**config.mk**
```make
export PLATFORM = sky130hd
export DESIGN_NAME = timing_ctrl
export DESIGN_NICKNAME = d
export VERILOG_FILES = /design/src/rtl/timing_ctrl.sv
export SDC_FILE = /design/constraint.sdc
export NUM_CORES = 1
export LEC_CHECK = 0
export BUFFER_PORTS_ARGS = -buffer_cell sky130_fd_sc_hd__buf_2
export CAP_MARGIN = 20
export CELL_PAD_IN_SITES_DETAIL_PLACEMENT = 0
export CELL_PAD_IN_SITES_GLOBAL_PLACEMENT = 1
export CORE_AREA = 4 4 53 55
export CTS_BUF_LIST = sky130_fd_sc_hd__clkbuf_2 sky130_fd_sc_hd__clkbuf_4 sky130_fd_sc_hd__clkbuf_8
export DETAILED_ROUTE_END_ITERATION = 10
export DIE_AREA = 0 0 57 59
export HOLD_SLACK_MARGIN = 0.08
export PLACE_DENSITY = 0.77
export SLEW_MARGIN = 20
export SYNTH_ARGS = -nofsm -noshare
export SYNTH_HDL_FRONTEND = slang
export SYNTH_SLANG_ARGS = --single-unit
```
**constraint.sdc**
```tcl
create_clock -name clk -period 1.75 [get_ports clk]
set_input_delay 0.175 -clock clk [delete_from_list [all_inputs] [get_ports clk]]
set_output_delay 0.175 -clock clk [all_outputs]
set_load 0.02 [all_outputs]
```
**src/rtl/timing_ctrl.sv**
```systemverilog
// Basic-computer timing and control: start/stop flag, T0..T7 sequence counter,
// fetch strobes, register-reference execute and memory/IO hand-off wait.
module timing_ctrl #(
  parameter logic [2:0] RR_OPC = 3'b111
) (
  input  logic        clk,
  input  logic        reset,
  input  logic        start,
  input  logic [15:0] ir,
  input  logic        e_in,
  input  logic        ac_msb,
  input  logic        ac_lsb,
  input  logic        ac_zero,
  input  logic        mem_done,
  output logic [7:0]  t,
  output logic        ar_ld,
  output logic        ir_ld,
  output logic        mem_rd,
  output logic        pc_inc,
  output logic        e_en,
  output logic        e_clr,
  output logic        e_data,
  output logic        ac_clr,
  output logic        ac_cmp,
  output logic        ac_shr,
  output logic        ac_shl,
  output logic        ac_inc,
  output logic        mem_req,
  output logic        running
);

  localparam int unsigned SC_W = 3;
  localparam int unsigned T_W  = 8;

  // IDLE = S flag clear; RUN = S set, WAIT clear; WAIT = S set, WAIT set
  typedef enum logic [1:0] {
    ST_IDLE = 2'd0,
    ST_RUN  = 2'd1,
    ST_WAIT = 2'd2
  } mode_e;

  mode_e           mode_q, mode_d;
  logic [SC_W-1:0] sc_q, sc_d;

  logic is_rr;
  logic run_t0, run_t1, run_t2, run_t3;
  logic cle, cme, cir, cil, skip;

  assign is_rr  = ~ir[15] && (ir[14:12] == RR_OPC);

  assign run_t0 = (mode_q == ST_RUN) && (sc_q == SC_W'(0));
  assign run_t1 = (mode_q == ST_RUN) && (sc_q == SC_W'(1));
  assign run_t2 = (mode_q == ST_RUN) && (sc_q == SC_W'(2));
  assign run_t3 = (mode_q == ST_RUN) && (sc_q == SC_W'(3));

  assign cle  = ir[10];
  assign cme  = ir[8];
  assign cir  = ir[7];
  assign cil  = ir[6];
  assign skip = (ir[4] & ~ac_msb) | (ir[3] & ac_msb) | (ir[2] & ac_zero) | (ir[1] & ~e_in);

  // Next-state: sequence counter advance, WAIT entry/exit, start and halt
  always_comb begin
    mode_d = mode_q;
    sc_d   = sc_q;
    case (mode_q)
      ST_IDLE: begin
        if (start) begin
          mode_d = ST_RUN;
          sc_d   = '0;
        end
      end
      ST_WAIT: begin
        if (mem_done) begin
          mode_d = ST_RUN;
          sc_d   = '0;
        end
      end
      ST_RUN: begin
        case (sc_q)
          SC_W'(0), SC_W'(1): sc_d = sc_q + SC_W'(1);
          SC_W'(2): begin
            if (is_rr) sc_d   = SC_W'(3);
            else       mode_d = ST_WAIT;
          end
          SC_W'(3): begin
            sc_d = '0;
            if (ir[0]) mode_d = ST_IDLE;
          end
          default: sc_d = '0;
        endcase
      end
      default: begin
        mode_d = ST_IDLE;
        sc_d   = '0;
      end
    endcase
  end

  always_ff @(posedge clk or posedge reset) begin
    if (reset) begin
      mode_q <= ST_IDLE;
      sc_q   <= '0;
    end else begin
      mode_q <= mode_d;
      sc_q   <= sc_d;
    end
  end

  // Strobes decode straight from state so each lands in its own timing step
  always_comb begin
    t       = '0;
    ar_ld   = 1'b0;
    ir_ld   = 1'b0;
    mem_rd  = 1'b0;
    pc_inc  = 1'b0;
    e_en    = 1'b0;
    e_clr   = 1'b0;
    e_data  = 1'b0;
    ac_clr  = 1'b0;
    ac_cmp  = 1'b0;
    ac_shr  = 1'b0;
    ac_shl  = 1'b0;
    ac_inc  = 1'b0;
    mem_req = (mode_q == ST_WAIT);
    running = (mode_q != ST_IDLE);

    if (mode_q == ST_RUN) t = T_W'(1) << sc_q;

    if (run_t0) ar_ld = 1'b1;

    if (run_t1) begin
      ir_ld  = 1'b1;
      mem_rd = 1'b1;
      pc_inc = 1'b1;
    end

    if (run_t3) begin
      ac_clr = ir[11];
      ac_cmp = ir[9];
      ac_shr = cir;
      ac_shl = cil;
      ac_inc = ir[5];
      pc_inc = skip;
      // E update priority: clear, complement, rotate right, rotate left
      if (cle) begin
        e_en  = 1'b1;
        e_clr = 1'b1;
      end else if (cme) begin
        e_en   = 1'b1;
        e_data = ~e_in;
      end else if (cir) begin
        e_en   = 1'b1;
        e_data = ac_lsb;
      end else if (cil) begin
        e_en   = 1'b1;
        e_data = ac_msb;
      end
    end
  end

endmodule

```
==> results.md <==
Outcome
• outcome: finished, final reports clean

Critical path
• Crit Path Category: reg2out
• Worst R2R Setup Slack: 0.28 ns
• maximum cell stage delay along the critical path: 0.43 ns
• count of cells along the worst register-to-register path: 5
• startpoint of the lowest-slack register-to-register path: sc_q[0]
• beginning of the critical path: sc_q[0]
• endpoint type of the worst setup path: primary output
• Critical path destination: pc_inc
• startpoint type of the worst setup path: register
• CP max-delay cell: sky130_fd_sc_hd__dfrtp_1
• Worst Path Required: 1.57 ns
• cell type group with the largest total delay on the critical path: flip-flops
• buffers and inverters on the worst path: 2
• cell-by-cell trace of the critical path: ha_2 > ha_4 > inv_6 > nor2_4 > a22o_1 > buf_6
• reg-to-reg critical path endpoint: mode_q[0]
• number of logic stages on the critical path including buffering: 6
• data arrival time at the worst-slack endpoint: 1.55 ns
• Max FO, Critical Path: 5

Pwr
• maximum VDD drop: 643.1 uV
• leakage dissipation: 0.0005442 uW
• power per standard cell area: 1401 nW/um^2

Logic synthesis
• leading register cell type out of synthesis: sky130_fd_sc_hd__dfrtp_1
• netlist area before placement: 630.6 um^2
• fraction of the mapped netlist area in compound gates: 14.29%
• mux share of post-synthesis cell area: 3.175%
• average instance area after synthesis: 8.297 um^2
• total nets after synthesis: 106
• parity-gate share of the synthesized area counting xor and xnor cells: 0%
• synth cell count leaders: 7 x sky130_fd_sc_hd__inv_1, 7 x sky130_fd_sc_hd__nor2_1, 6 x sky130_fd_sc_hd__and2_1, 6 x sky130_fd_sc_hd__ha_1, 6 x sky130_fd_sc_hd__nand2_1
• total number of yosys warnings: 0
• part of the Yosys area used for sequential elements: 19.84%
• number of distinct library cell variants in the gate-level netlist after synthesis: 35
• synthesized instance count: 76
• share of the synthesized area in the top cell type: 19.84%
• number of storage elements in the synthesis netlist: 5
• main area contributors after synthesis: sky130_fd_sc_hd__dfrtp_1 20%, sky130_fd_sc_hd__ha_1 12%, sky130_fd_sc_hd__and2_1 6.0%, sky130_fd_sc_hd__buf_4 4.8%, sky130_fd_sc_hd__inv_1 4.2%
• Post-synth ARST share: 100.0%
• arithmetic-cell share of the synthesized area counting full adders, half adders and majority gates: 11.90%
• largest family of logic cells by synthesized area: simple AND/OR/NAND/NOR gates
• simple-gate share of the synthesized area: 40.08%
• cell taking the most area after synthesis: sky130_fd_sc_hd__dfrtp_1
• number of flops mapped to enable cells by yosys: 0

Final layout
• layout overhead on the synthesized area: 64.48%
• count of nets after finishing: 161
• post-route cell area: 1037 um^2
• share of post-route cells with drive strength above 1: 59.23%
• count of inserted antenna diode cells: 0
• count of filler cells inserted in the layout: 253

Clock network
• largest buffer count on any clock path: 2
• # H-tree levels: 1
• clock latency reported for the late side of the worst-skew pair: 0.24 ns
• count of clock tree sinks: 5
• clock edge transition at the registers on the reported setup and hold paths: 0.04 ns
• CTS Root Cell: sky130_fd_sc_hd__clkbuf_4
• CTS tree: yes
• number of buffers created by CTS: 3

Floorplanning
• horizontal extent of the die: 57 um
• core outline area: 2387 um^2
• initial standard-cell utilization of the core: 26.42%
• I/O Pins: 46
• count of standard-cell rows: 18
• total die area: 3363 um^2
• floorplan die height: 59 um

STA
• count of endpoints failing hold in the final timing report: 0
• Final Max Tran Viols: 0
• final setup violating endpoints: 0
• worst slew margin relative to its limit: 74.37%
• unrepaired setup endpoints after global routing: true
• Setup TNS: 0 ns
• minimum period implied by the final worst setup slack: 1.729 ns
• maximum operating frequency: 0.5784 GHz
• actual slew at the worst max-slew pin: 0.3813 ns
• fraction of the cycle the final worst path needs: 98.80%
• final setup skew: 0.001322 ns

Detailed routing
• DRC violations left: 0
• number of optimization iterations in the first detailed-route pass: 4
• Detailed Route Iter0 Violations: 17
• via count: 733
• residual antenna-violating net count after detailed routing: 0
• WL/cell: 13.22 um
• ratio of routed vias to standard cells: 4.581
• drt total wl: 2115 um

Placement
• Placed Instance Area: 867.1 um^2
• final estimated routing congestion in global placement: 0.7804
• detailed-placement wirelength estimate: 1513 um
• buffers added on ports: 45

Run
• Max Cap Viol: 0

Global route
• via count of the first global-routing pass: 654
• largest net degree at the start of global routing: 11
• antenna violations before repair: 0
• overall routing resource usage: 10.84%
• sum of overflow across all layers after global routing: 0
• first-pass GRT wire length: 2911 um

Hold path
• critical hold path startpoint: mem_done
• worst min-delay path class: in2reg

==> power by group <==
part	switching, uW	total, uW	internal [uW]	leakage (uW)
Combinational	578	1060	480	0.000464
Sequential	77.8	245	167	0.0000615
Clock	48.6	150	102	0.0000184
==> worst min path at each step <==
stage / end / cells after the start / slack, ns
after floorplan: mode_q[0] / 1 / -0.05
after global placement: sc_q[0] / 2 / 0.09
after detailed placement: sc_q[1] / 2 / 0.1
after CTS: mode_q[1] / 3 / 0.22
after global routing: mode_q[1] / 3 / 0.23
final: mode_q[1] / 3 / 0.22
==> cell families after synthesis <==
group / after synthesis
multiplexers: 2
flip-flops: 5
adder cells (fa/ha/maj): 6
buffers and inverters: 12
AND/OR/NAND/NOR: 40
AO/OA/AOI/OAI: 11
==> cell usage in the layout, fill, tap and decap left out, types with 2 or more instances in the layout <==
master,Yosys,final
sky130_fd_sc_hd__and2_1,6,6
sky130_fd_sc_hd__a32o_1,2,2
sky130_fd_sc_hd__nand2_1,6,5
sky130_fd_sc_hd__buf_4,4,10
sky130_fd_sc_hd__nor2_4,1,2
sky130_fd_sc_hd__inv_1,7,5
sky130_fd_sc_hd__mux2i_1,2,2
sky130_fd_sc_hd__ha_1,6,2
sky130_fd_sc_hd__dfrtp_1,5,3
sky130_fd_sc_hd__buf_6,1,2
sky130_fd_sc_hd__nand2b_1,2,2
sky130_fd_sc_hd__clkbuf_4,0,4
sky130_fd_sc_hd__ha_4,0,3
sky130_fd_sc_hd__nor2_1,7,7
sky130_fd_sc_hd__a21oi_1,2,2
sky130_fd_sc_hd__dfrtp_2,0,2
sky130_fd_sc_hd__nor3_1,3,3
sky130_fd_sc_hd__buf_2,0,41
sky130_fd_sc_hd__nand2_2,1,2
==> timing repair <==
item	CTS	global route
gates cloned	0	1
resized for setup	3	19
setup buffers	5	1
endpoints found under the hold margin	5	0
endpoints found under the setup margin	11	10
pin swaps	0	3
hold buffers	1	0
==> worst min-delay path: stages <==
cell                     delay, ns
sky130_fd_sc_hd__buf_2        0.11
sky130_fd_sc_hd__inv_1        0.04
sky130_fd_sc_hd__a32o_1       0.11
==> flip-flops by register name, indices dropped and copies added, names as in the netlist <==
| signal | flops |
|---|---|
| mode_q | 2 |
| sc_q | 3 |
==> through the flow <==
step           setup WS, ns  total power (uW)  std cells  util (%)  hold WS, ns
6_report            0.02096              1453        160     43.45       0.2235
2_1_floorplan        0.1041             902.6         76         -     -0.04648
3_3_place_gp         0.1336              1079        148     36.32      0.08862
4_1_cts            0.001594              1313        158     39.73       0.2181
5_1_grt            -0.03434              1565        160     43.45       0.2308
3_5_place_dp         0.1017              1092        148     36.32      0.09820
==> metal layers <==
metal  track usage, %  vias to the layer above  wire [um]
li1                 -                      368          -
met1            12.93                      346        790
met2            19.90                       19       1214
met3            3.922                        0        111
met4                0                        0          0
met5                0                        -          0
==> final cells by class <==
cell class                 instances  area (um^2)  share of cell area, %
clock buffer                       4        30.03                  2.895
timing repair buffer              54        312.8                  30.16
inverter                           7        31.28                  3.016
multi-input combinational         60        498.0                  48.01
sequential                         5        127.6                  12.30
tap                               30        37.54                  3.619
Note: power is estimated with default switching activity, not from simulation.
